==> src/rtl/ifu_prefetch.sv <==
// ifu_prefetch: AXI-lite instruction prefetcher with multiple requests in flight and a FIFO_DEPTH-entry buffer.
// Optional performance counters are compiled in when IFU_PREFETCH_PERF_EN is defined.
module ifu_prefetch #(
  parameter int              XLEN            = 32,
  parameter logic [XLEN-1:0] RESET_PC        = 32'h8000_0000,
  parameter int              FIFO_DEPTH      = 4,
  parameter int              MAX_OUTSTANDING = 2
) (
  input  logic            clock,
  input  logic            reset,
  input  logic            redirect_valid_i,
  input  logic [XLEN-1:0] redirect_pc_i,
  output logic [XLEN-1:0] araddr_o,
  output logic            arvalid_o,
  input  logic            arready_i,
  input  logic [XLEN-1:0] rdata_i,
  input  logic [1:0]      rresp_i,
  input  logic            rvalid_i,
  output logic            rready_o,
  output logic            inst_valid_o,
  input  logic            inst_ready_i,
  output logic [XLEN-1:0] inst_o,
  output logic [XLEN-1:0] inst_pc_o,
  output logic [XLEN-1:0] inst_snpc_o,
  output logic            inst_fault_o
`ifdef IFU_PREFETCH_PERF_EN
  ,
  output logic [31:0]     perf_fetch_o,
  output logic [31:0]     perf_drop_o,
  output logic [31:0]     perf_stall_o
`endif
);

  localparam int CW = $clog2(FIFO_DEPTH + 1);
  localparam int PW = $clog2(FIFO_DEPTH);
  localparam logic [CW:0]     MAX_C   = (CW + 1)'(MAX_OUTSTANDING);
  localparam logic [CW:0]     DEPTH_C = (CW + 1)'(FIFO_DEPTH);
  localparam logic [XLEN-1:0] FOUR    = XLEN'(4);

  logic [XLEN-1:0] fetch_pc_reg, fetch_pc_next;
  logic [XLEN-1:0] resp_pc_reg, resp_pc_next;
  logic [CW-1:0]   outstanding_reg, outstanding_next;
  logic [CW-1:0]   drop_reg, drop_next;
  logic [CW-1:0]   count_reg, count_next;
  logic [PW-1:0]   rd_ptr_reg, rd_ptr_next;
  logic [PW-1:0]   wr_ptr_reg, wr_ptr_next;

  logic [XLEN-1:0] pc_mem   [FIFO_DEPTH];
  logic [XLEN-1:0] data_mem [FIFO_DEPTH];
  logic            fault_mem[FIFO_DEPTH];

  logic [CW:0] inflight_sum;
  logic [CW:0] occupancy_sum;
  logic        ar_fire, beat_drop, beat_push, push_en, pop;

  // Every accepted request reserves a buffer slot, so a returning beat never finds the buffer full.
  assign inflight_sum  = {1'b0, outstanding_reg} + {1'b0, drop_reg};
  assign occupancy_sum = {1'b0, count_reg} + {1'b0, outstanding_reg};
  assign arvalid_o     = !reset && !redirect_valid_i &&
                         (inflight_sum < MAX_C) && (occupancy_sum < DEPTH_C);
  assign araddr_o      = fetch_pc_reg;
  assign rready_o      = 1'b1;
  assign ar_fire       = arvalid_o && arready_i;

  // A beat with nothing outstanding is unsolicited and is discarded rather than overfilling the buffer.
  assign beat_drop = rvalid_i && (drop_reg != '0);
  assign beat_push = rvalid_i && (drop_reg == '0) && (outstanding_reg != '0);
  assign push_en   = beat_push && !redirect_valid_i && !reset;

  assign inst_valid_o = !reset && (count_reg != '0);
  assign pop          = inst_valid_o && inst_ready_i;
  assign inst_o       = data_mem[rd_ptr_reg];
  assign inst_pc_o    = pc_mem[rd_ptr_reg];
  assign inst_snpc_o  = pc_mem[rd_ptr_reg] + FOUR;
  assign inst_fault_o = fault_mem[rd_ptr_reg];

  always_comb begin
    fetch_pc_next    = fetch_pc_reg;
    resp_pc_next     = resp_pc_reg;
    outstanding_next = outstanding_reg;
    drop_next        = drop_reg;
    count_next       = count_reg;
    rd_ptr_next      = rd_ptr_reg;
    wr_ptr_next      = wr_ptr_reg;
    if (redirect_valid_i) begin
      // Everything still in flight becomes stale; a beat landing this cycle already pays off one of them.
      fetch_pc_next    = redirect_pc_i;
      resp_pc_next     = redirect_pc_i;
      outstanding_next = '0;
      count_next       = '0;
      rd_ptr_next      = '0;
      wr_ptr_next      = '0;
      drop_next        = CW'(inflight_sum - {{CW{1'b0}}, rvalid_i && (inflight_sum != '0)});
    end else begin
      if (ar_fire)
        fetch_pc_next = fetch_pc_reg + FOUR;
      if (beat_drop)
        drop_next = drop_reg - CW'(1);
      if (beat_push) begin
        resp_pc_next = resp_pc_reg + FOUR;
        wr_ptr_next  = wr_ptr_reg + PW'(1);
      end
      if (pop)
        rd_ptr_next = rd_ptr_reg + PW'(1);
      outstanding_next = outstanding_reg + CW'(ar_fire) - CW'(beat_push);
      count_next       = count_reg + CW'(beat_push) - CW'(pop);
    end
  end

  always_ff @(posedge clock) begin
    if (reset) begin
      fetch_pc_reg    <= RESET_PC;
      resp_pc_reg     <= RESET_PC;
      outstanding_reg <= '0;
      drop_reg        <= '0;
      count_reg       <= '0;
      rd_ptr_reg      <= '0;
      wr_ptr_reg      <= '0;
    end else begin
      fetch_pc_reg    <= fetch_pc_next;
      resp_pc_reg     <= resp_pc_next;
      outstanding_reg <= outstanding_next;
      drop_reg        <= drop_next;
      count_reg       <= count_next;
      rd_ptr_reg      <= rd_ptr_next;
      wr_ptr_reg      <= wr_ptr_next;
    end
  end

  always_ff @(posedge clock) begin
    if (push_en) begin
      pc_mem[wr_ptr_reg]    <= resp_pc_reg;
      data_mem[wr_ptr_reg]  <= rdata_i;
      fault_mem[wr_ptr_reg] <= |rresp_i;
    end
  end

`ifdef IFU_PREFETCH_PERF_EN
  logic [31:0] perf_fetch_reg, perf_drop_reg, perf_stall_reg;
  logic        beat_discard;

  assign beat_discard = rvalid_i && !push_en;

  always_ff @(posedge clock) begin
    if (reset) begin
      perf_fetch_reg <= '0;
      perf_drop_reg  <= '0;
      perf_stall_reg <= '0;
    end else begin
      if (ar_fire && (perf_fetch_reg != '1))
        perf_fetch_reg <= perf_fetch_reg + 32'd1;
      if (beat_discard && (perf_drop_reg != '1))
        perf_drop_reg <= perf_drop_reg + 32'd1;
      if (!inst_valid_o && inst_ready_i && (perf_stall_reg != '1))
        perf_stall_reg <= perf_stall_reg + 32'd1;
    end
  end

  assign perf_fetch_o = perf_fetch_reg;
  assign perf_drop_o  = perf_drop_reg;
  assign perf_stall_o = perf_stall_reg;
`endif

endmodule

==> config.mk <==
export PLATFORM = sky130hd
export DESIGN_NAME = ifu_prefetch
export DESIGN_NICKNAME = d
export VERILOG_FILES = /design/src/rtl/ifu_prefetch.sv
export SDC_FILE = /design/constraint.sdc
export NUM_CORES = 1
export LEC_CHECK = 0
export CORE_ASPECT_RATIO = 0.9
export CORE_MARGIN = 10
export CORE_UTILIZATION = 45
export CTS_CLUSTER_DIAMETER = 60
export DETAILED_ROUTE_END_ITERATION = 7
export DONT_BUFFER_PORTS = 1
export PLACE_DENSITY = 0.63
export SKIP_CTS_REPAIR_TIMING = 1
export SLEW_MARGIN = 20
export SYNTH_ARGS = -nofsm -noshare
export SYNTH_HDL_FRONTEND = slang
export SYNTH_SLANG_ARGS = --single-unit
==> constraint.sdc <==
create_clock -name clock -period 4.2 [get_ports clock]
set_input_delay 1.05 -clock clock [delete_from_list [all_inputs] [get_ports clock]]
set_output_delay 1.05 -clock clock [all_outputs]
set_load 0.005 [all_outputs]
==> results of run 1 <==
[per-stage QoR]
stage	power (W)	TNS, ns	hold slack [ns]	cells
after floorplan	0.00398	0	0.453	951
after global placement	0.00404	0	0.469	1330
after detailed placement	0.00405	0	0.478	1330
after CTS	0.00708	-0.0636	0.488	1390
after global routing	0.00726	-0.00344	0.519	1398
final	0.00701	0	0.480	1398
[worst max-delay path, cell delays in order, from the launching register on]
cell and delay [ns]:
sky130_fd_sc_hd__dfxtp_4 0.50, sky130_fd_sc_hd__buf_12 0.31, sky130_fd_sc_hd__mux4_2 0.63, sky130_fd_sc_hd__and4_1 0.22, sky130_fd_sc_hd__nand3_1 0.16, sky130_fd_sc_hd__and3b_1 0.28, sky130_fd_sc_hd__nand3_1 0.13, sky130_fd_sc_hd__xnor2_1 0.15
[area by class of cell]
| cell class | instances | area (µm²) | area share [%] |
|---|---|---|---|
| timing repair buffer | 23 | 251 | 1.57 |
| clock buffer | 41 | 908 | 5.68 |
| sequential | 339 | 9400 | 58.7 |
| clock inverter | 19 | 216 | 1.35 |
| inverter | 35 | 131 | 0.821 |
| multi-input combinational | 532 | 4590 | 28.7 |
| tap | 409 | 512 | 3.20 |
[Yosys cell counts, types with 10 or more instances]
library cell and number:
sky130_fd_sc_hd__a21boi_0 16, sky130_fd_sc_hd__a21oi_1 38, sky130_fd_sc_hd__a31oi_1 14, sky130_fd_sc_hd__and2_1 12, sky130_fd_sc_hd__and3_1 17, sky130_fd_sc_hd__and4_1 10, sky130_fd_sc_hd__buf_2 11, sky130_fd_sc_hd__clkbuf_1 24
sky130_fd_sc_hd__dfxtp_1 79, sky130_fd_sc_hd__edfxtp_1 260, sky130_fd_sc_hd__ha_1 20, sky130_fd_sc_hd__inv_1 35, sky130_fd_sc_hd__mux4_2 65, sky130_fd_sc_hd__nand2_1 49, sky130_fd_sc_hd__nand3_1 37, sky130_fd_sc_hd__nand4_1 13
sky130_fd_sc_hd__nor2_1 50, sky130_fd_sc_hd__nor3_1 20, sky130_fd_sc_hd__nor4_1 11, sky130_fd_sc_hd__o21ai_0 12, sky130_fd_sc_hd__or3_1 10, sky130_fd_sc_hd__xnor2_1 44, sky130_fd_sc_hd__xor2_1 35
[cell usage in the layout (no fill, tap or decap), types with 8 or more instances in the layout]
master,instances
sky130_fd_sc_hd__nand3_1,37
sky130_fd_sc_hd__a31oi_1,14
sky130_fd_sc_hd__edfxtp_1,260
sky130_fd_sc_hd__buf_4,16
sky130_fd_sc_hd__a21oi_1,38
sky130_fd_sc_hd__clkbuf_16,35
sky130_fd_sc_hd__nor4_1,11
sky130_fd_sc_hd__mux4_2,65
sky130_fd_sc_hd__and4_1,10
sky130_fd_sc_hd__nor2_1,50
sky130_fd_sc_hd__a21boi_0,16
sky130_fd_sc_hd__o21ai_0,12
sky130_fd_sc_hd__inv_1,34
sky130_fd_sc_hd__xor2_1,35
sky130_fd_sc_hd__xnor2_1,44
sky130_fd_sc_hd__and2_1,12
sky130_fd_sc_hd__nand2_1,49
sky130_fd_sc_hd__and3_1,13
sky130_fd_sc_hd__nor3_1,20
sky130_fd_sc_hd__mux2i_1,8
sky130_fd_sc_hd__ha_1,20
sky130_fd_sc_hd__dfxtp_1,77
sky130_fd_sc_hd__nand4_1,13
sky130_fd_sc_hd__or3_1,10
[layer usage]
| metal | vias to the layer above | track usage (%) | routed length, µm |
|---|---|---|---|
| met5 | - | 0 | 0 |
| met4 | 0 | 3.65 | 510 |
| met3 | 39 | 5.91 | 3350 |
| met2 | 289 | 23.7 | 14300 |
| met1 | 4005 | 22.5 | 14400 |
| li1 | 3651 | - | - |
[kinds of logic after synthesis]
| group | after synthesis | synth area share [%] |
|---|---|---|
| AO/OA/AOI/OAI | 107 | 4.79 |
| XOR/XNOR | 79 | 4.83 |
| adder cells (fa/ha/maj) | 23 | 2.17 |
| buffers and inverters | 80 | 2.40 |
| flip-flops | 339 | 65.6 |
| multiplexers | 75 | 10.9 |
| other | 1 | 0.0262 |
| AND/OR/NAND/NOR | 247 | 9.22 |
[final timing paths]
path / start / end / slack [ns] / cells past startpoint
min: araddr_o[1] / araddr_o[1] / 0.48 / 2
max reg2reg: outstanding_reg[0] / outstanding_reg[2] / 0.73 / 13
max: flop / inst_snpc_o[28] / 0.21 / 7
min reg2reg: araddr_o[1] / araddr_o[1] / 0.48 / 2
[report_power, final]
part           internal, W  leakage, nW  total, W  switching, W
registers          0.00366         3.01   0.00375     0.0000888
clock network      0.00175        0.543   0.00303       0.00128
logic             0.000104         1.66  0.000230      0.000126
==> impl_metrics.csv, run 1 <==
group,metric,value,unit
cells_and_area,finalNetCount,1061,
synthesis,post_synth_main_area_contributors,"sky130_fd_sc_hd__edfxtp_1 (55%), sky130_fd_sc_hd__dfxtp_1 (11%), sky130_fd_sc_hd__mux4_2 (10%), sky130_fd_sc_hd__xnor2_1 (2.7%), sky130_fd_sc_hd__xor2_1 (2.1%)",
route,drt-wirelength-per-cell,23.3,µm
cells_and_area,largest_registers,"data_mem (128), pc_mem (128)",
route,drt-total-wl,32500,µm
placed_design,pre_cts_slack,0.541,ns
timing,max_freq,0.251,GHz
global_routing,grt_max_degree,66,
timing,max-slew-margin-rel,50.2,%
worst_setup_path,timing.critical_path.from_type,"flop",
power_and_ir_drop,pwr_density_cell,438,nW/µm²
cts,clk-insertion-delay-late,0.52,ns
placed_design,final_weighted_congestion_of_routability_driven_global_placement,0.825,
run_status,run_status,"finished, final reports clean",
synthesis,synthDominantAreaCellType,"sky130_fd_sc_hd__edfxtp_1",
worst_setup_path,data_arrival_time_of_the_worst_path,2.94,ns
cells_and_area,layout.core_utilization,51.4,%
cts,tritoncts.num_buffers,35,
cts,tritoncts,"yes",
floorplan,chip_height,189,µm
synthesis,seq_area_frac_synth,65.6,%
cells_and_area,layout.filler_cells,2607,
synthesis,asyncSetResetFlopFracSynth,0,%
synthesis,synth_ff_type,"sky130_fd_sc_hd__edfxtp_1",
timing,slew_viol_final,0,
route,drt_first_pass_iters,4,
synthesis,synth.top_cell.area_share,54.6,%
synthesis,synth.ff_latch_count,339,
synthesis,synth-edff-count,260,
cts,clock-root-buffer,"sky130_fd_sc_hd__clkbuf_16",
timing,timing.final.hold_violations,0,
cells_and_area,stdcell_area,16000,µm²
placed_design,post_placement_cell_area,14800,µm²
floorplan,core_region_area,31100,µm²
floorplan,core.rowCount,61,
global_routing,globalRoute.totalOverflow,0,
global_routing,grt_use_total,16.2,%
worst_setup_path,critical_path_endpoint_category,"primary output",
floorplan,pin_count,204,
timing,post-route-period-util,95.0,%
cts,clkSinkCount,339,
cts,clock_tree.htree_level_count,2,
synthesis,synthesized_netlist_net_count,1046,
cells_and_area,diodes,0,
flow_run,max_cap_viol_count,0,
timing,fin_worst_skew,0.00927,ns
power_and_ir_drop,ir_drop,0.283,mV
worst_setup_path,worst_ep_required_time,3.15,ns
floorplan,floorplan.initialDensity,46.0,%
synthesis,synthesis.area_per_instance,15.0,µm²
placed_design,dpl_hpwl,21800,µm
power_and_ir_drop,leakagePower,5.22,nW
synthesis,synthesis.yosys.warnings,0,
route,num_vias,7984,
global_routing,first_global_vias,8178,
cells_and_area,layout-drive-gt1-share,16.2,%
timing,final_critical_path_setup_slack,0.212,ns
cells_and_area,area.growth.synth_to_final,11.8,%
worst_setup_path,largest_fanout_of_any_net_on_the_critical_path,33,
cts,max-clock-path-buffers,3,
synthesis,synth.cell_area,14300,µm²
timing,worst-slew-pin-transition,0.744,ns
floorplan,design.die.area,39300,µm²
hold_path,hold_path_class,"reg -> reg",
timing,setup_violations,0,
timing,final_critical_delay_including_setup_and_external_delays,3.99,ns
synthesis,synth_cells,951,
route,ant_nets,0,
route,drcViolationCount,0,
global_routing,grt_first_pass_wirelength,50300,µm
worst_setup_path,critical_path_class,"reg -> out",
placed_design,io_buffer_count,0,
route,drt-initial-drc-count,513,
global_routing,number_of_antenna_violations_at_the_first_check_in_global_routing,0,
synthesis,netlist-cell-type-count,51,
floorplan,die_width,208,µm
route,viasPerCell,5.71,
cts,clk_pin_slew_worst_paths,0.06,ns
No activity file was read; power rests on OpenSTA's default activity.
==> run 2, diff against run 1 <==
Settings changed: CORE_UTILIZATION 45 to 60, PLACE_DENSITY 0.63 to 0.79, TNS_END_PERCENT set to 10.
==> run 2 against run 1 <==
Against the previous run: core utilization rose by 17 points; final cell count fell by 8.1%; clock power rose by 8.3%; via count rose by 1.6%; critical endpoint is now inst_snpc_o[29]; highest routed layer unchanged.
==> impl_metrics.csv, run 2 (same netlist as run 1, synthesis figures left out) <==
group,metric,value,unit
route,ant_nets,0,
global_routing,grt_max_degree,66,
route,drcViolationCount,0,
route,drt_first_pass_iters,5,
timing,worst-slew-pin-transition,0.850,ns
route,num_vias,8109,
global_routing,first_global_vias,8185,
worst_setup_path,worst_ep_required_time,3.15,ns
run_status,run_status,"finished, final reports clean",
global_routing,grt_use_total,20.8,%
power_and_ir_drop,ir_drop,0.461,mV
power_and_ir_drop,pwr_density_cell,456,nW/µm²
floorplan,pin_count,204,
power_and_ir_drop,leakagePower,5.21,nW
floorplan,core.rowCount,53,
route,drt-total-wl,32200,µm
route,drt-initial-drc-count,734,
placed_design,final_weighted_congestion_of_routability_driven_global_placement,0.864,
floorplan,die_width,183,µm
timing,final_critical_delay_including_setup_and_external_delays,4.11,ns
cells_and_area,layout_common_cells,"sky130_fd_sc_hd__edfxtp_1 (260), sky130_fd_sc_hd__dfxtp_1 (77), sky130_fd_sc_hd__mux4_2 (65), sky130_fd_sc_hd__nor2_1 (50), sky130_fd_sc_hd__nand2_1 (49)",
floorplan,chip_height,167,µm
placed_design,post_placement_cell_area,14700,µm²
timing,whs,0.476,ns
cells_and_area,largest_registers,"data_mem (128), pc_mem (128)",
cts,clk_pin_slew_worst_paths,0.06,ns
timing,post-route-period-util,97.9,%
cts,tritoncts.num_buffers,35,
global_routing,grt_first_pass_wirelength,49800,µm
placed_design,io_buffer_count,0,
cts,clock-root-buffer,"sky130_fd_sc_hd__clkbuf_16",
worst_setup_path,timing.critical_path.from_type,"flop",
cells_and_area,layout.core_utilization,68.0,%
cells_and_area,finalNetCount,1052,
cts,clkSinkCount,339,
hold_path,hold_path_class,"reg -> reg",
cts,clk-insertion-delay-late,0.51,ns
cts,clock_tree.htree_level_count,2,
placed_design,pre_cts_slack,0.567,ns
floorplan,core_region_area,23400,µm²
placed_design,dpl_hpwl,21100,µm
cts,tritoncts,"yes",
timing,final_critical_path_setup_slack,0.0894,ns
worst_setup_path,largest_fanout_of_any_net_on_the_critical_path,55,
worst_setup_path,critical_path_class,"reg -> out",
cells_and_area,stdcell_area,15900,µm²
global_routing,globalRoute.totalOverflow,0,
floorplan,floorplan.initialDensity,61.1,%
floorplan,design.die.area,30400,µm²
cts,max-clock-path-buffers,3,
timing,setup_violations,0,
worst_setup_path,critical_path_endpoint_category,"primary output",
cells_and_area,layout_commonest_cell,"sky130_fd_sc_hd__edfxtp_1",
flow_run,max_cap_viol_count,0,
cells_and_area,layout-drive-gt1-share,15.3,%
global_routing,number_of_antenna_violations_at_the_first_check_in_global_routing,0,
timing,fin_worst_skew,0.0125,ns
cells_and_area,diodes,0,
power_and_ir_drop,design_power_total,0.00726,W
route,viasPerCell,6.31,
timing,max_freq,0.243,GHz
timing,max-slew-margin-rel,43.1,%
timing,slew_viol_final,0,
worst_setup_path,data_arrival_time_of_the_worst_path,3.06,ns
route,drt-wirelength-per-cell,25.0,µm
cells_and_area,area.growth.synth_to_final,11.2,%
timing,unrepaired_setup_endpoints_after_global_routing,"true",
timing,timing.final.hold_violations,0,
-- run 2: cell types whose count changed in the layout (fill, tap and decap cells not counted), moves of 3 or more --
| cell | previous run | this run |
|---|---|---|
| sky130_fd_sc_hd__buf_4 | 16 | 6 |
| sky130_fd_sc_hd__clkinv_2 | 5 | 2 |
| sky130_fd_sc_hd__bufinv_16 | 3 | 7 |
| sky130_fd_sc_hd__inv_6 | 0 | 3 |
-- run 2: worst paths after layout --
| kind | start | to | slack, ns | cells after the start |
|---|---|---|---|---|
| worst max register to register | outstanding_reg[0] | outstanding_reg[2] | 0.73 | 13 |
| worst min register to register | araddr_o[0] | araddr_o[0] | 0.48 | 2 |
| worst max-delay path | flop | inst_snpc_o[29] | 0.09 | 7 |
| worst min-delay path | araddr_o[0] | araddr_o[0] | 0.48 | 2 |
-- run 2: power breakdown --
part / internal [W] / total, W / switching [W]
clock network: 0.00203 / 0.00328 / 0.00125
logic: 0.000104 / 0.000234 / 0.000130
registers: 0.00366 / 0.00375 / 0.0000892
total: 0.00579 / 0.00726 / 0.00147
-- run 2: worst max-delay path, cell delays in order (launching register included) --
cell and delay [ns]:
sky130_fd_sc_hd__dfxtp_2 0.52, sky130_fd_sc_hd__buf_12 0.33, sky130_fd_sc_hd__mux4_2 0.34, sky130_fd_sc_hd__nand2_1 0.13, sky130_fd_sc_hd__nor4_4 0.32, sky130_fd_sc_hd__nor3b_2 0.46
sky130_fd_sc_hd__nand2_1 0.15, sky130_fd_sc_hd__xnor2_1 0.27
-- run 2: routing by layer --
layer	wire length, µm	track usage (%)	share of wire [%]	vias to the layer above
li1	-	-	-	3648
met1	13000	28.3	40	4017
met2	15100	31.6	47	398
met3	3640	7.04	11	46
met4	519	5.01	1.6	0
met5	0	0	0	-
-- run 2: metrics by stage --
| step | cells | setup TNS, ns |
|---|---|---|
| floorplan | 951 | 0 |
| global placement | 1222 | 0 |
| detailed placement | 1222 | 0 |
| CTS | 1285 | 0 |
| global route | 1285 | -0.0449 |
| finish | 1285 | 0 |
-- run 2: layout make-up --
class / count / area [µm²]
fill: 1536 / 7500
sequential: 339 / 9390
clock buffer: 44 / 940
inverter: 35 / 131
timing repair buffer: 14 / 196
tap: 302 / 378
clock inverter: 19 / 285
multi-input combinational: 532 / 4580
==> run 3, diff against run 2 <==
Settings changed: CORE_MARGIN 10 to not set, CORE_UTILIZATION 60 to 61, PLACE_DENSITY 0.79 to 0.8.
==> run 3 against run 2 <==
Against the previous run: sequential power about the same; first-iteration DRC count fell by 5.6%; core utilization rose by 1.4 points; largest power group unchanged; final cell count up 0.23%; power down 5.4%.
==> impl_metrics.csv, run 3 (same netlist as run 1, synthesis figures left out) <==
group,metric,value,unit
run_status,run_status,"finished, final reports clean",
floorplan,die_width,163,µm
cells_and_area,final_cell_count_no_fill,1288,
floorplan,pin_count,204,
timing,timing.final.hold_violations,0,
worst_setup_path,critical_path_class,"reg -> out",
cts,clock_tree.htree_level_count,2,
route,drt-wirelength-per-cell,22.9,µm
power_and_ir_drop,design_power_total,0.00687,W
worst_setup_path,slowest_delay,0.51,ns
route,drt-initial-drc-count,693,
cells_and_area,largest_registers,"data_mem (128), pc_mem (128)",
worst_setup_path,data_arrival_time_of_the_worst_path,3.05,ns
cts,tritoncts.num_buffers,35,
timing,setup_violations,0,
route,drcViolationCount,0,
floorplan,core_region_area,22800,µm²
cells_and_area,layout_commonest_cell,"sky130_fd_sc_hd__edfxtp_1",
placed_design,dpl_hpwl,18700,µm
cts,clock-root-buffer,"sky130_fd_sc_hd__clkbuf_16",
worst_setup_path,critical_path_endpoint_category,"primary output",
floorplan,core.rowCount,52,
route,num_vias,7992,
cts,clk_pin_slew_worst_paths,0.06,ns
worst_setup_path,timing.critical_path.from_type,"flop",
route,drt_first_pass_iters,5,
cts,clkSinkCount,339,
worst_setup_path,crit_path_cell_trace,"buf_12 > buf_4 > mux4_2 > nand4_2 > nor4_4 > nor3b_4 > nand2_1 > xnor2_1",
cells_and_area,diodes,0,
global_routing,grt_max_degree,66,
worst_setup_path,worst_ep_required_time,3.15,ns
route,ant_nets,0,
timing,fin_setup_tns,0,ns
global_routing,grt_use_total,24.9,%
cts,tritoncts,"yes",
cells_and_area,finalNetCount,1060,
power_and_ir_drop,ir_drop,0.304,mV
floorplan,chip_height,147,µm
cells_and_area,area.growth.synth_to_final,10.3,%
floorplan,design.die.area,24100,µm²
timing,fin_worst_skew,0.0178,ns
timing,slew_viol_final,0,
cts,max-clock-path-buffers,3,
worst_setup_path,crit_slowest_cell,"sky130_fd_sc_hd__nor4_4",
timing,final_critical_path_setup_slack,0.0961,ns
power_and_ir_drop,leakagePower,5.20,nW
global_routing,grt_first_pass_wirelength,45200,µm
timing,max-slew-margin-rel,46.3,%
power_and_ir_drop,pwr_density_cell,435,nW/µm²
route,viasPerCell,6.20,
timing,max_freq,0.244,GHz
global_routing,number_of_antenna_violations_at_the_first_check_in_global_routing,0,
cts,clk-insertion-delay-late,0.51,ns
route,drt-total-wl,29500,µm
timing,final_critical_delay_including_setup_and_external_delays,4.10,ns
placed_design,pre_cts_slack,0.558,ns
cells_and_area,layout_common_cells,"sky130_fd_sc_hd__edfxtp_1 (260), sky130_fd_sc_hd__dfxtp_1 (77), sky130_fd_sc_hd__mux4_2 (65), sky130_fd_sc_hd__nor2_1 (50), sky130_fd_sc_hd__nand2_1 (49)",
placed_design,final_weighted_congestion_of_routability_driven_global_placement,0.887,
worst_setup_path,largest_fanout_of_any_net_on_the_critical_path,13,
flow_run,max_cap_viol_count,0,
placed_design,place.detailed.instances,1218,
timing,worst-slew-pin-transition,0.802,ns
placed_design,io_buffer_count,0,
cells_and_area,layout-drive-gt1-share,15.8,%
global_routing,globalRoute.totalOverflow,0,
floorplan,floorplan.initialDensity,62.8,%
global_routing,first_global_vias,7838,
hold_path,hold_path_class,"reg -> reg",
timing,post-route-period-util,97.7,%
timing,whs,0.473,ns
-- run 3: changes by cell type in the layout (fill, tap and decap cells not counted), sizes merged --
cell	change
buf	+8
bufinv	-6
clkbuf	+1
clkinv	+4
clkinvlp	+1
-- run 3: report_power, final --
part | switching (W) | internal, W
clock | 0.00122 | 0.00167
combinational | 0.000126 | 0.000104
sequential | 0.0000863 | 0.00366
total | 0.00143 | 0.00543
-- run 3: final timing paths --
| path | end | slack [ns] | depth (start not counted) | start |
|---|---|---|---|---|
| setup / recovery | inst_snpc_o[27] | 0.1 | 8 | flop |
| hold / removal | araddr_o[1] | 0.47 | 2 | araddr_o[1] |
| setup reg to reg | outstanding_reg[2] | 0.77 | 13 | outstanding_reg[0] |
| hold reg to reg | araddr_o[1] | 0.47 | 2 | araddr_o[1] |
-- run 3: through the flow --
stage               utilization, %  instance area, µm²
finish                        69.3               15800
global route                  69.3               15800
CTS                           69.0               15700
detailed placement            64.2               14600
global placement              64.2               14600
floorplan                        -               14300
-- run 3: worst max-delay path, delay by kind of cell, from the launching register on --
family	cells	cell delay, ns
buffers and inverters	2	0.28
DFF	1	0.36
xor gates and xnor gates	1	0.31
and+or+nand+nor	4	1.20
muxes	1	0.38
-- run 3: cell type report --
class	count	area, µm²
flip-flops and latches	339	9400
fillers	1507	6980
multi-input cells	532	4590
clock buffers	45	953
well taps	297	372
repair buffers	22	228
inverters	35	131
clock inverters	18	120
-- run 3: routing by layer --
metal,vias to the layer above,part of all wire [%],global-route usage (%)
met1,3928,42,35.7
met2,373,46,37.4
met4,0,1.9,7.36
met3,40,10,7.17
met5,-,0,0
li1,3651,-,-
